<file path="config.mk">
export PLATFORM = sky130hd
export DESIGN_NAME = seq_gen_prog
export DESIGN_NICKNAME = d
export VERILOG_FILES = /design/src/rtl/seq_gen_prog.sv
export SDC_FILE = /design/constraint.sdc
export NUM_CORES = 1
export LEC_CHECK = 0
export ABC_AREA = 1
export CAP_MARGIN = 20
export CORE_ASPECT_RATIO = 0.7
export CORE_UTILIZATION = 56
export CTS_CLUSTER_DIAMETER = 60
export CTS_CLUSTER_SIZE = 20
export DETAILED_ROUTE_END_ITERATION = 10
export GPL_ROUTABILITY_DRIVEN = 0
export PLACE_DENSITY = 0.79
export SLEW_MARGIN = 20
export SYNTH_ARGS = -nofsm -noshare
export SYNTH_HDL_FRONTEND = slang
export SYNTH_SLANG_ARGS = --single-unit
export TNS_END_PERCENT = 50
</file>
<file path="constraint.sdc">
create_clock -name clk -period 2.3 [get_ports clk]
set_clock_uncertainty 0.05 [all_clocks]
set_input_delay 0.575 -clock clk [delete_from_list [all_inputs] [get_ports clk]]
set_output_delay 0.575 -clock clk [all_outputs]
set_load 0.05 [all_outputs]
</file>
<file path="src/rtl/seq_gen_prog.sv">
// Programmable output-sequence generator: plays a run-time-loaded word table for 1..DEPTH steps.
// Optional up/down bounce playback is enabled by defining SEQ_GEN_PROG_BOUNCE_EN.
module seq_gen_prog #(
    parameter int WIDTH  = 3,
    parameter int DEPTH  = 8,
    parameter int ADDR_W = 3
) (
    input  logic              clk,
    input  logic              rst,
    input  logic              wr_en,
    input  logic [ADDR_W-1:0] wr_addr,
    input  logic [WIDTH-1:0]  wr_data,
    input  logic [ADDR_W-1:0] len,
    input  logic              loop,
    input  logic              start,
    input  logic              adv,
`ifdef SEQ_GEN_PROG_BOUNCE_EN
    input  logic              bounce,
`endif
    input  logic              stop,
    output logic [WIDTH-1:0]  out,
    output logic              busy,
    output logic              wrap,
    output logic              done
);

    // Storage spans the whole index space so every ptr value is a legal index;
    // slots at or above DEPTH are never written and stay zero.
    localparam int SLOTS = 1 << ADDR_W;
    localparam logic [ADDR_W-1:0] LAST = ADDR_W'(DEPTH - 1);

    typedef enum logic {IDLE, RUN} state_t;

    state_t            state, state_d;
    logic [WIDTH-1:0]  mem [SLOTS];
    logic [ADDR_W-1:0] ptr, ptr_d, len_q, len_d, ptr_inc, ptr_dec, len_clamped;
    logic              loop_q, loop_d, bounce_q, bounce_d, down_q, down_d;
    logic              bounce_in;
    logic [WIDTH-1:0]  out_d;
    logic              wrap_d, done_d;

`ifdef SEQ_GEN_PROG_BOUNCE_EN
    assign bounce_in = bounce;
`else
    assign bounce_in = 1'b0;
`endif

    assign ptr_inc     = ptr + 1'b1;
    assign ptr_dec     = ptr - 1'b1;
    assign len_clamped = (int'(len) > DEPTH - 1) ? LAST : len;
    assign busy        = (state == RUN);

    always_comb begin
        state_d  = state;
        ptr_d    = ptr;
        len_d    = len_q;
        loop_d   = loop_q;
        bounce_d = bounce_q;
        down_d   = down_q;
        out_d    = out;
        wrap_d   = 1'b0;
        done_d   = 1'b0;
        case (state)
            IDLE: begin
                if (start && !stop) begin
                    state_d  = RUN;
                    len_d    = len_clamped;
                    loop_d   = loop;
                    bounce_d = bounce_in;
                    ptr_d    = '0;
                    down_d   = 1'b0;
                    out_d    = mem[0];
                end
            end
            RUN: begin
                if (stop) begin
                    state_d = IDLE;
                end else if (adv) begin
                    if (!down_q) begin
                        if (ptr < len_q) begin
                            ptr_d = ptr_inc;
                            out_d = mem[ptr_inc];
                        end else if (bounce_q && len_q != '0) begin
                            // Turn around at the top without repeating the endpoint.
                            down_d = 1'b1;
                            ptr_d  = ptr_dec;
                            out_d  = mem[ptr_dec];
                        end else if (loop_q) begin
                            ptr_d  = '0;
                            out_d  = mem[0];
                            wrap_d = 1'b1;
                        end else begin
                            state_d = IDLE;
                            done_d  = 1'b1;
                        end
                    end else begin
                        if (ptr != '0) begin
                            ptr_d = ptr_dec;
                            out_d = mem[ptr_dec];
                            // A looping bounce restarts upward as soon as it lands on 0.
                            if (ptr_dec == '0 && loop_q) begin
                                down_d = 1'b0;
                                wrap_d = 1'b1;
                            end
                        end else begin
                            state_d = IDLE;
                            done_d  = 1'b1;
                        end
                    end
                end
            end
            default: state_d = IDLE;
        endcase
    end

    always_ff @(posedge clk) begin
        if (rst) begin
            state    <= IDLE;
            ptr      <= '0;
            len_q    <= '0;
            loop_q   <= 1'b0;
            bounce_q <= 1'b0;
            down_q   <= 1'b0;
            out      <= '0;
            wrap     <= 1'b0;
            done     <= 1'b0;
            for (int i = 0; i < SLOTS; i++) begin
                mem[i] <= '0;
            end
        end else begin
            state    <= state_d;
            ptr      <= ptr_d;
            len_q    <= len_d;
            loop_q   <= loop_d;
            bounce_q <= bounce_d;
            down_q   <= down_d;
            out      <= out_d;
            wrap     <= wrap_d;
            done     <= done_d;
            if (state == IDLE && wr_en && int'(wr_addr) < DEPTH) begin
                mem[wr_addr] <= wr_data;
            end
        end
    end

endmodule

</file>
After elaboration in Yosys (flattened, before gate mapping)
Memories as Yosys holds them, arrays and structs flattened.
Index checks and enable logic that the tools add are counted.
{"block": "classes", "n_addsub": 2, "multipliers": 0, "n_div": 0, "n_lt_le_gt_ge": 1, "eq_ne": 5, "shift": 0, "muxes": 47, "n_bitwise": 2, "reduce_logical": 11}
{"op": "3-bit 2-to-1 mux", "count": 16}
{"op": "1-bit 2-to-1 mux", "count": 27}
{"op": "3-bit one-hot mux with 2 select lines", "count": 2}
{"op": "2-bit inequality test (second input constant)", "count": 3}
{"op": "5-bit AND reduction", "count": 1}
{"op": "4-bit by 1-bit inequality test with 1-bit output (second input constant)", "count": 1}
{"op": "1-bit one-hot mux with 2 select lines", "count": 2}
{"op": "4-bit OR reduction", "count": 1}
{"op": "3-bit by 1-bit adder with 3-bit output (second input constant)", "count": 1}
{"op": "1-bit logical AND", "count": 3}
{"op": "3-bit zero test", "count": 1}
{"op": "3-bit < comparator", "count": 1}
{"op": "3-bit by 2-bit inequality test with 1-bit output (second input constant)", "count": 1}
{"op": "3-bit AND reduction", "count": 1}
{"op": "3-bit nonzero test", "count": 1}
{"op": "3-bit OR reduction", "count": 1}
{"op": "3-bit by 1-bit subtractor with 3-bit output (second input constant)", "count": 1}
{"op": "1-bit NOT", "count": 2}
{"op": "2-bit AND reduction", "count": 1}
{"op": "1-bit zero test", "count": 1}
{"block": "word_totals", "reg_bits": 14, "latch_bits": 0, "ramBits": 24, "mem_bits_ro": 0, "in_bits": 16, "output_inout_bits": 6, "word_cells": 77, "mem_count": 1}
{"name": "mem", "depth": 8, "width": 3, "rd": 3, "rd_clocked_by_memory_dff": 0, "write_ports": 8, "line": "35", "rtl": "logic [WIDTH-1:0] mem [SLOTS];"}

Longest topological paths before layout
Gate-level depths: netlist of the first run.
{"block": "logic_depth", "ltp_word": 9, "depth_mapped": 13, "mapped_depth_nobuf": 12}

Least setup slack after synthesis of the first run
Ideal clock, no wire load.
{"block": "synth_path", "path_kind": "register -> register", "startpoint": "register ptr[0]", "endpoint": "register out[1]", "setup_time_ns": 0.114, "arrival_ns": 1.684, "path_slack_ns": 0.452, "stages_incl_launch_ff": 12, "path_buffers": 2, "synth_period_minus_slack_ns": 1.848, "path_cell_list": "dfxtp_1 > inv_2 > buf_4 > ha_1 > buf_1 > nand3_1 > nand3_1 > nand2_1 > nand2_1 > nand2_1 > nand2_1 > a21oi_2"}
{"block": "synth_between", "elab_chain_cells": 7, "word_cells_on_any_way": 14}
{"element": "start: declaration", "line": "36", "rtl": "logic [ADDR_W-1:0] ptr, ptr_d, len_q, len_d, ptr_inc, ptr_dec, len_clamped;"}
{"element": "start signal: assignment", "line": "132", "rtl": "ptr <= ptr_d;"}
{"element": "3-bit by 1-bit adder with 3-bit output or 3-bit by 1-bit subtractor with 3-bit output (tied branches)", "line": "48, 49"}
{"element": "memory read 8 x 3 bit"}
{"element": "3-bit 2-to-1 mux (on tied branches)", "line": "80, 97"}
{"element": "3-bit 2-to-1 mux", "line": "79", "rtl": "if (!down_q) begin"}
{"element": "3-bit 2-to-1 mux", "line": "78", "rtl": "end else if (adv) begin"}
{"element": "3-bit 2-to-1 mux", "line": "76", "rtl": "if (stop) begin"}
{"element": "3-bit one-hot mux with 2 select lines", "line": "63", "rtl": "case (state)"}
{"element": "end signal: assignment", "line": "137", "rtl": "out <= out_d;"}
{"element": "end: declaration", "line": "21", "rtl": "output logic [WIDTH-1:0] out,"}
Parallel ways exist; a longest one is shown, timed or not. The select of a mux whose other input is x is not followed.
A chain may end at the register's enable or synchronous reset.

Worst setup path in the final report of the first run
{"block": "layout_path", "startpoint": "register out[1]", "endpoint": "output out[1]"}
No word-level cell between the ends.

==> results of run 1 <==
==> worst reg2reg max path: cells and delay by family, from the launching register on <==
| family | cells | cell delay, ns |
|---|---|---|
| AND/OR/NAND/NOR | 6 | 0.53 |
| flip-flops | 1 | 0.42 |
| buffers and inverters | 2 | 0.42 |
| adder cells (fa/ha/maj) | 1 | 0.30 |
| AO/OA/AOI/OAI | 1 | 0.06 |
==> sequential cells by signal, summed over array words and instances, names as in the netlist <==
register  count
out           3
done          1
wrap          1
mem          24
down_q        1
loop_q        1
len_q         3
ptr           3
busy          1
==> where the power goes <==
part | switching (mW) | internal (mW)
registers | 0.0175 | 0.754
logic | 0.198 | 0.111
clock network | 0.245 | 0.241
total | 0.461 | 1.11
==> metrics by stage <==
stage	instance area (um2)	total power, mW	setup slack, ns	cells	util
4_1_cts	2530	1.56	0.253	360	0.698
6_report	2530	1.57	0.257	360	0.698
3_3_place_gp	2440	1.09	0.170	352	0.672
2_1_floorplan	2180	0.998	0.452	285	-
3_5_place_dp	2440	1.09	0.153	352	0.672
5_1_grt	2530	1.63	0.213	360	0.698
==> cell families after synthesis <==
group / count (synthesis)
simple gates: 179
fa+ha+maj: 6
compound gates: 22
buf+inv: 40
flops: 38
==> routing by layer <==
metal	track usage	vias up	routed length, um
li1	-	976	-
met1	0.376	841	2370
met2	0.366	69	1920
met3	0.0500	9	406
met4	0.0994	0	86
met5	0	-	0
==> cell usage in the layout, fill, tap and decap left out, drive strengths merged <==
cell	instances
edfxtp	24
clkinvlp	1
clkinv	1
nand3	41
inv	31
buf	6
clkbuf	6
nor2	41
o22ai	1
nand4	1
a21oi	10
clkdlybuf4s50	20
nand2	92
ha	6
a31oi	1
dfxtp	14
o2111ai	1
nand3b	3
nor3	1
o21ai	9
==> worst max path at each step <==
stage | startpoint | to | cells past startpoint
final | out[1]$_SDFFE_PP0P_ | out[1] | 1
after floorplan | ptr[0]$_SDFFE_PP0P_ | out[1]$_SDFFE_PP0P_ | 11
after CTS | out[2]$_SDFFE_PP0P_ | out[2] | 1
after global placement | rst | mem[5][2]$_SDFFCE_PN0P_ | 6
after global routing | out[1]$_SDFFE_PP0P_ | out[1] | 1
after detailed placement | rst | mem[7][1]$_SDFFCE_PN0P_ | 6
==> area by class of cell <==
class                           instances  share of cell area
Inverter                               31              0.0470
Clock buffer                            6              0.0326
Tap cell                               50              0.0247
Sequential cell                        38               0.395
Multi-Input combinational cell        207               0.398
Timing Repair Buffer                   26              0.0969
Clock inverter                          2             0.00494
==> reports/results.tsv, run 1 <==
metric	value	unit
Max Slew Vio Count	0	
setup TNS	0	ns
die width	76.6	um
vias per inst	5.26	
largest family of logic cells by synthesized area	simple AND/OR/NAND/NOR gates	
Reg area	1000	um2
Syn Inst Count	285	
post_cts resized	0	
CTS buffer count	5	
n_diodes	0	
Layout area overhead	16.1	%
Tcrit/Tclk final	0.888	
die height	54.2	um
critical path class	reg2out	
Critical Path RT	1.67	ns
Synth Area in Compound Gates	0.0602	
Synth top area share	0.330	
fill cell count	294	
min Tclk post-route	2.04	ns
Startpoint Class	flip-flop	
vias in the first global route	1611	
crit-path cells	clkdlybuf4s50_1	
Synth area leader	edfxtp_1	
Reg-to-Reg Start	ptr[1]$_SDFFE_PP0P_	
Die Area	4150	um2
Initial Util	0.601	
R2R depth	10	
simple logic cell fraction of the synthesized area	0.368	
Hold-fix buffers, CTS	0	
mux cell area share after synthesis	0	
Post-Syn Nets	307	
Ports	22	
Root Driver	clkbuf_8	
Async SR Flop Fraction	0	
#FFs+latches synth	38	
end of the worst register-to-register path	out[1]$_SDFFE_PP0P_	
row cnt	18	
Worst Hold Class	reg2reg	
DRT Pass-1 Iters	4	
PwrDens	619	nW/um2
area of the multi-input gates	1010	um2
MaxCap Viol Count	0	
crit-path leading delay family	buffers and inverters	
Final Net Count	331	
XOR/XNOR Fraction of Synth Area	0	
CTS clk-pin slew, worst paths	0.07	ns
Slew Limit Headroom	0.661	
leading post-synthesis cells by cell area	edfxtp_1 (33%), nand2_1 (15%), dfxtp_1 (13%)	
floorplan core area	3630	um2
CTS sink cnt	38	
Routed Antenna Nets	0	
Yosys cell types	30	
worst skew pair latency	0.30	ns
worst hold slack	0.417	ns
IO Port Bufs	21	
Hold Startpoint	len_q[2]$_SDFFE_PP0P_	
first-pass GRT wire length	7.68	mm
critical path capture point type	output port	
Crit path arrival time	1.42	ns
CP Max Fanout	2	
sequential share of the synthesized area	0.459	
status	completed	
Post-Syn Area per Cell	7.65	um2
Least-Margin Pin Slew	0.507	ns
Commonest cells post-synth	nand2_1 (86), nand3_1 (40), nor2_1 (39)	
setup bufs post-CTS	0	
largest net degree at the start of global routing	21	
CTS tree	yes	
Hold EP	len_q[2]$_SDFFE_PP0P_	
# DRC	0	
fmax	490	MHz
Post-Syn Area	2180	um2
proportion of layout cells with a drive suffix above 1	0.103	
total track usage	0.254	
CP max-delay cell	clkdlybuf4s50_1	
Yosys warnings	0	
initial DRC count	171	
Hold Path Stages	2	
Synth Area in Adders	0.0344	
most frequent cell after synthesis	nand2_1	
RSZ-0062 raised after global routing	no	
grt ovf	0	
CP bufs+invs	1	
Final Setup Violations	0	
Max clock buf depth	2	
Post-synth EDFFs	24	
ys flop type	edfxtp_1	
Fin. Hold Viols	0	
WL/cell	13.3	um
htree depth	2	
initial antenna violation count	0	
Leak	1.15	nW
crit-path max cell delay	0.80	ns
via count	1895	
Worst VDD drop	443	uV
HPWL after DPL	3.65	mm
wirelength, routed	4.78	mm
reg2reg setup slack	0.41	ns
No activity file was read; power rests on OpenSTA's default activity.
==> run 2: changes to the inputs <==
--- a/config.mk
+++ b/config.mk
@@ -7,13 +7,16 @@
 export LEC_CHECK = 0
 export ABC_AREA = 1
 export CAP_MARGIN = 20
+export CELL_PAD_IN_SITES_DETAIL_PLACEMENT = 1
+export CELL_PAD_IN_SITES_GLOBAL_PLACEMENT = 1
 export CORE_ASPECT_RATIO = 0.7
-export CORE_UTILIZATION = 56
+export CORE_MARGIN = 5
+export CORE_UTILIZATION = 42
 export CTS_CLUSTER_DIAMETER = 60
 export CTS_CLUSTER_SIZE = 20
 export DETAILED_ROUTE_END_ITERATION = 10
 export GPL_ROUTABILITY_DRIVEN = 0
-export PLACE_DENSITY = 0.79
+export PLACE_DENSITY_LB_ADDON = 0.1
 export SLEW_MARGIN = 20
 export SYNTH_ARGS = -nofsm -noshare
 export SYNTH_HDL_FRONTEND = slang
==> run 2 against run 1 <==
  * Critical path depth is the same
  * Register-to-register slack lost 0.10 ns
  * Worst setup slack lost 0.025 ns
  * Non-clock buffer count is the same
  * Critical endpoint is now out[0]
  * Highest routed layer unchanged
==> reports/results.tsv, run 2 (synthesized netlist as in run 1, its figures left out) <==
metric	value	unit
CTS buffer count	5	
proportion of layout cells with a drive suffix above 1	0.0968	
crit-path cells	clkdlybuf4s50_1	
Final Setup Violations	0	
Final Net Count	331	
post_cts resized	0	
max FFs per register	24	
# DRC	0	
Layout Cells excl Fill	382	
Startpoint Class	flip-flop	
CTS sink cnt	38	
fmax	484	MHz
IO Port Bufs	21	
CTS clk-pin slew, worst paths	0.07	ns
Worst VDD drop	361	uV
placed insts	374	
Root Driver	clkbuf_8	
Worst Hold Class	reg2reg	
grt ovf	0	
row cnt	22	
Slew Limit Headroom	0.663	
die width	96.1	um
crit-path max cell delay	0.81	ns
critical path class	reg2out	
Hold-fix buffers, CTS	0	
die height	70.3	um
Reg with most FFs	mem	
CP max-delay cell	clkdlybuf4s50_1	
worst skew pair latency	0.29	ns
crit-path leading delay family	buffers and inverters	
initial DRC count	110	
total track usage	0.188	
RSZ-0062 raised after global routing	no	
vias in the first global route	1917	
fill cell count	661	
PwrDens	602	nW/um2
commonest non-fill, non-tap cell in the layout	nand2_1	
Die Area	6760	um2
MaxCap Viol Count	0	
Hold EP	len_q[1]$_SDFFE_PP0P_	
HPWL after DPL	4.50	mm
Least-Margin Pin Slew	0.505	ns
n_diodes	0	
DRT Pass-1 Iters	4	
end of the worst register-to-register path	out[2]$_SDFFE_PP0P_	
Ports	22	
Crit path arrival time	1.44	ns
setup TNS	0	ns
Hold Path Stages	2	
via count	1942	
largest net degree at the start of global routing	21	
Max Slew Vio Count	0	
first-pass GRT wire length	9.48	mm
Reg-to-Reg Start	ptr[1]$_SDFFE_PP0P_	
wirelength, routed	5.66	mm
worst hold slack	0.409	ns
Fin. Hold Viols	0	
floorplan core area	5150	um2
setup bufs post-CTS	0	
CTS tree	yes	
Critical Path RT	1.67	ns
CP Max Fanout	2	
Layout area overhead	16.7	%
initial antenna violation count	0	
Final Instance Area	2540	um2
critical path capture point type	output port	
min Tclk post-route	2.07	ns
Leak	1.14	nW
Max clock buf depth	2	
reg2reg setup slack	0.31	ns
Initial Util	0.424	
commonest cells after routing, fill and taps aside	nand2_1 (86), nand3_1 (40), nor2_1 (39), inv_1 (27), edfxtp_1 (24)	
Routed Antenna Nets	0	
htree depth	2	
Hold Startpoint	len_q[1]$_SDFFE_PP0P_	
Tcrit/Tclk final	0.899	
vias per inst	5.08	
cell area after placement	2460	um2
WL/cell	14.8	um
CP bufs+invs	1	
status	completed	
R2R depth	10	
Tot Pwr	1.53	mW
==> run 2: changes by cell type in the layout (fill, tap and decap cells not counted), sizes merged <==
| cell | change |
|---|---|
| clkinv | +1 |
| clkinvlp | -1 |
==> run 2: how the worst max path moves through the flow <==
stage,start,end,depth (start not counted)
finish,out[0]$_SDFFE_PP0P_,out[0],1
global route,ptr[1]$_SDFFE_PP0P_,out[1]$_SDFFE_PP0P_,10
global placement,rst,mem[6][0]$_SDFFCE_PN0P_,6
CTS,out[0]$_SDFFE_PP0P_,out[0],1
floorplan,ptr[0]$_SDFFE_PP0P_,out[1]$_SDFFE_PP0P_,11
detailed placement,rst,mem[6][0]$_SDFFCE_PN0P_,6
==> run 2: routing by layer <==
metal,GRT usage,part of all wire
met3,0.0420,0.045
met5,0,0
met2,0.271,0.42
met4,0.0521,0.012
met1,0.278,0.52
==> run 2: where the power goes <==
group,switching [mW],internal (mW)
Combinational,0.207,0.111
Clock,0.233,0.208
Sequential,0.0184,0.754
==> run 2: metrics by stage <==
stage	utilization	worst slack, ns
final	0.494	0.233
after global placement	0.479	0.124
after CTS	0.494	0.223
after detailed placement	0.479	0.0706
after global routing	0.494	0.138
after floorplan	-	0.452
==> run 2: area by class of cell <==
class / count / area [um2] / share of cell area
Multi-Input combinational cell: 207 / 1010 / 0.396
Inverter: 31 / 119 / 0.0467
Clock buffer: 6 / 72.6 / 0.0285
Clock inverter: 2 / 8.76 / 0.00344
Tap cell: 72 / 90.1 / 0.0354
Sequential cell: 38 / 1000 / 0.393
Timing Repair Buffer: 26 / 245 / 0.0964
==> run 3: changes to the inputs <==
--- a/config.mk
+++ b/config.mk
@@ -13,7 +13,6 @@
 export CORE_MARGIN = 5
 export CORE_UTILIZATION = 42
 export CTS_CLUSTER_DIAMETER = 60
-export CTS_CLUSTER_SIZE = 20
 export DETAILED_ROUTE_END_ITERATION = 10
 export GPL_ROUTABILITY_DRIVEN = 0
 export PLACE_DENSITY_LB_ADDON = 0.1
==> results of run 3 <==
No change in the layout: final DEF, timing and power equal those of run 2.
